$ cat src/rtl/operand_loader.sv
// Operand loader: debounced enter button steps a, b and opcode into
// registers for the calculator datapath.
module operand_loader #(
  parameter int M  = 6,
  parameter int DB = 4
) (
  input  logic         clk,
  input  logic         rst,
  input  logic [M-1:0] sw,
  input  logic         btn,
  input  logic         clr,
  output logic [M-1:0] a,
  output logic [M-1:0] b,
  output logic [3:0]   sel,
  output logic         valid,
  output logic [1:0]   state
);

  localparam int CW = $clog2(DB + 1);

  typedef enum logic [1:0] {
    LOAD_A  = 2'd0,
    LOAD_B  = 2'd1,
    LOAD_OP = 2'd2,
    READY   = 2'd3
  } state_t;

  state_t          st_q;
  state_t          st_d;
  logic [M-1:0]    a_d;
  logic [M-1:0]    b_d;
  logic [3:0]      sel_d;
  logic            valid_d;

  logic            sync1;
  logic            btn_s;
  logic            armed;
  logic            armed_d;
  logic            tgt;
  logic            press;
  logic [CW-1:0]   run;
  logic [CW-1:0]   run_d;

  always_ff @(posedge clk or negedge rst) begin
    if (!rst) begin
      sync1 <= 1'b0;
      btn_s <= 1'b0;
    end else begin
      sync1 <= btn;
      btn_s <= sync1;
    end
  end

  // sync1 is the level btn_s takes on this edge, so a run counts
  // the edge where btn_s changes; disarmed counts highs, armed lows.
  always_comb begin
    tgt     = ~armed;
    run_d   = '0;
    armed_d = armed;
    press   = 1'b0;
    if (sync1 == tgt) begin
      run_d = (btn_s == tgt) ? run + CW'(1) : CW'(1);
    end
    if (run_d == CW'(DB)) begin
      run_d   = '0;
      armed_d = ~armed;
      press   = ~armed;
    end
  end

  always_comb begin
    st_d    = st_q;
    a_d     = a;
    b_d     = b;
    sel_d   = sel;
    valid_d = valid;
    if (clr) begin
      st_d    = LOAD_A;
      a_d     = '0;
      b_d     = '0;
      sel_d   = '0;
      valid_d = 1'b0;
    end else if (press) begin
      unique case (st_q)
        LOAD_A: begin
          a_d  = sw;
          st_d = LOAD_B;
        end
        LOAD_B: begin
          b_d  = sw;
          st_d = LOAD_OP;
        end
        LOAD_OP: begin
          sel_d   = sw[3:0];
          valid_d = 1'b1;
          st_d    = READY;
        end
        READY: begin
          valid_d = 1'b0;
          st_d    = LOAD_A;
        end
      endcase
    end
  end

  always_ff @(posedge clk or negedge rst) begin
    if (!rst) begin
      st_q  <= LOAD_A;
      a     <= '0;
      b     <= '0;
      sel   <= '0;
      valid <= 1'b0;
      run   <= '0;
      armed <= 1'b0;
    end else begin
      st_q  <= st_d;
      a     <= a_d;
      b     <= b_d;
      sel   <= sel_d;
      valid <= valid_d;
      run   <= run_d;
      armed <= armed_d;
    end
  end

  assign state = st_q;

endmodule

$ cat config.mk
export PLATFORM = sky130hd
export DESIGN_NAME = operand_loader
export DESIGN_NICKNAME = d
export VERILOG_FILES = /design/src/rtl/operand_loader.sv
export SDC_FILE = /design/constraint.sdc
export NUM_CORES = 1
export LEC_CHECK = 0
export CORE_ASPECT_RATIO = 1.75
export CORE_MARGIN = 10
export CORE_UTILIZATION = 40
export CTS_BUF_LIST = sky130_fd_sc_hd__clkbuf_8
export DETAILED_ROUTE_END_ITERATION = 8
export DONT_BUFFER_PORTS = 1
export PLACE_DENSITY_LB_ADDON = 0.12
export RECOVER_POWER = 50
export SYNTH_ARGS = -nofsm -noshare
export SYNTH_HDL_FRONTEND = slang
export SYNTH_SLANG_ARGS = --single-unit
$ cat constraint.sdc
create_clock -name clk -period 4.1 [get_ports clk]
set_input_delay 0.41 -clock clk [delete_from_list [all_inputs] [get_ports clk]]
set_output_delay 0.41 -clock clk [all_outputs]
set_load 0.01 [all_outputs]
==> metrics.yaml <==
outcome: "completed"
die_h_um: 93.7
grt_pass1_wl_mm: 4.47
yosysMostFrequentCell: "dfrtp_1"
drc: 0
vias_per_cell: 5.27
synthFlopType: "dfrtp_1"
ys_seq_elements: 25
finalWirelength_mm: 2.68
setup_viol: 0
rsz0062_at_grt: "no"
crit_buf_inv: 0
clockBufferDepth: 2
path_delay_family: "simple AND/OR/NAND/NOR gates"
clock_sinks: 25
ys_warn_count: 0
synth_commonest_cells: "25 x dfrtp_1, 24 x nand2b_1, 16 x mux2i_1"
synthesis.nets: 121
fp-row-count: 26
dpl.hpwl_mm: 2.07
drtAntennaViolNets: 0
hold_path.class: "input port to register"
ys_types: 28
relSlewSlack_pct: 11.4
core_um2: 2960
ys_seq_area_share_pct: 50.4
crit_path_end_kind: "register"
antenna_found_initial: 0
min_delay_path_depth: 0
n_antenna_cell: 0
async_flop_share_pct: 100
cellPowerDensity_nw_per_um2: 313
syn2layout_area_growth_pct: 6.65
h-tree-depth: 1
gp_congestion: 0.864
regToRegStartpoint: "run[0]"
ctsHoldBuffers: 2
grt_max_degree: 26
clock_skew_ns: 0.00557
cp_slowest_cell: "dfrtp_1"
synth_largest_area_cell: "dfrtp_1"
fmax_mhz: 526
initial_utilization_pct: 42.0
crit_chain: "ha_1, nor2b_1, nand4_2, mux2i_1"
seqCellArea_um2: 626
required_ns: 4.24
via_count: 785
fin_crit_ns: 1.90
drv_cap: 0
critPathKind: "register to register"
ff2ff_path_depth: 4
final_nets: 123
io_buffers: 0
synthCells: 106
r2r_end: "b[1]"
setup_tns_ns: 0
report.final.slew_viol_count: 0
placed_area_um2: 1270
hold_viol: 0
cts-root-buf: "clkbuf_8"
fin_area_um2: 1330
slowest_delay_ns: 0.42
die_area_um2: 5820
whs_endpoint: "sync1"
track_usage_pct: 9.58
cts_inserted_buffers: 3
critPathLaunchType: "register"
syn_avg_cell_area_um2: 11.7
cts-resized-gates: 0
fp.dieW_um: 62.1
wl_per_cell_um: 18.0
synthTopCellsByArea: "dfrtp_1 50%, mux2i_1 13%, nand2b_1 12%"
drive_above_1_share_pct: 7.48
overflow: 0
netlist.area_leader.share_pct: 50.4
vdd_drop_max_v: 0.000210
drtPass1Iterations: 3
cts_setup_buffers: 0
grt_pass1_vias: 868
dr.first_iter.drc_count: 12
timing_worst_slew_pin_value_ns: 1.33
p_leak_uw: 0.000624
rrSetupSlack_ns: 2.20
synth-edff-count: 0
io_pins: 29
multi_input_area_um2: 573
clock_latency_ns: 0.26
nFillCells: 292
tritoncts: "done"
arrival_ns: 2.04
holdCritStartpoint: "btn"
path_clk_slew_ns: 0.08
period_share_pct: 46.4
finalPower_uw: 414
cp_max_fo: 7
syn_area_um2: 1240
[where the power goes]
group	leakage [uW]	internal [uW]	total [uW]	switching, uW
registers	0.000337	249	252	3.27
clock network	0.0000269	66.9	139	71.8
logic	0.000260	9.37	23.7	14.3
total	0.000624	325	414	89.4
[placed cells by master, fill, tap and decap left out, drive strengths merged]
cell,Yosys,final
dfrtp,25,25
nand2b,24,24
mux2i,16,16
inv,4,5
ha,5,5
nand4,4,4
clkbuf,3,4
a21oi,3,3
nor2b,2,2
nor3,2,2
o31ai,2,2
o21ai,2,2
nand3,2,2
a211oi,1,1
a31o,1,1
nor2,1,1
and3b,1,1
xnor2,1,1
nand3b,1,1
xor2,1,1
and4,1,1
and4b,1,1
a221oi,1,1
dlygate4sd3,0,1
[per-layer routing]
metal | GRT usage [%] | wire length, um
met3 | 2.99 | 169
met2 | 16.8 | 1390
met4 | 5.17 | 51
met1 | 9.96 | 1070
met5 | 0 | 0
[cell type report]
| cell class | instances | area share, % |
|---|---|---|
| Clock buffer | 3 | 3.12 |
| Clock inverter | 1 | 0.283 |
| Timing Repair Buffer | 2 | 1.04 |
| Sequential cell | 25 | 47.2 |
| Inverter | 4 | 1.13 |
| Multi-Input combinational cell | 72 | 43.2 |
| Tap cell | 42 | 3.97 |
[registers in the layout, indices dropped and copies added (netlist names)]
signal,count
armed,1
b,6
sync1,1
run,3
a,6
btn_s,1
sel,4
valid,1
state,2
[metrics by stage]
| step | hold slack [ns] | util [%] | instances | setup slack [ns] |
|---|---|---|---|---|
| after CTS | 0.162 | 45.3 | 149 | 2.20 |
| after global routing | 0.153 | 44.8 | 149 | 2.07 |
| final | 0.171 | 44.8 | 149 | 2.20 |
| after detailed placement | 0.116 | 42.8 | 143 | 2.21 |
| after global placement | 0.115 | 42.8 | 143 | 2.26 |
| after floorplan | 0.114 | - | 106 | 2.54 |
[worst register-to-register path, cell delays in order, from the launching register on]
cell and delay [ns]:
dfrtp_1 0.42, ha_1 0.33, nor2b_1 0.42, nand4_2 0.39
mux2i_1 0.21
[how the worst max path moves through the flow]
stage	from	end	slack, ns	cells past startpoint
finish	run[0]	b[1]	2.20	4
global route	run[0]	valid	2.07	4
CTS	run[0]	b[1]	2.20	4
detailed placement	run[0]	b[0]	2.21	4
global placement	run[0]	b[1]	2.26	4
floorplan	run[0]	a[0]	2.54	6
[kinds of logic after synthesis]
family,Yosys count,share of synthesized area (%)
XOR/XNOR,2,2.01
multiplexers,16,12.9
buffers and inverters,9,3.52
flip-flops,25,50.4
adder cells (fa/ha/maj),5,5.04
AND/OR/NAND/NOR,39,20.9
AO/OA/AOI/OAI,10,5.24
Note: power is estimated with default switching activity, not from simulation.
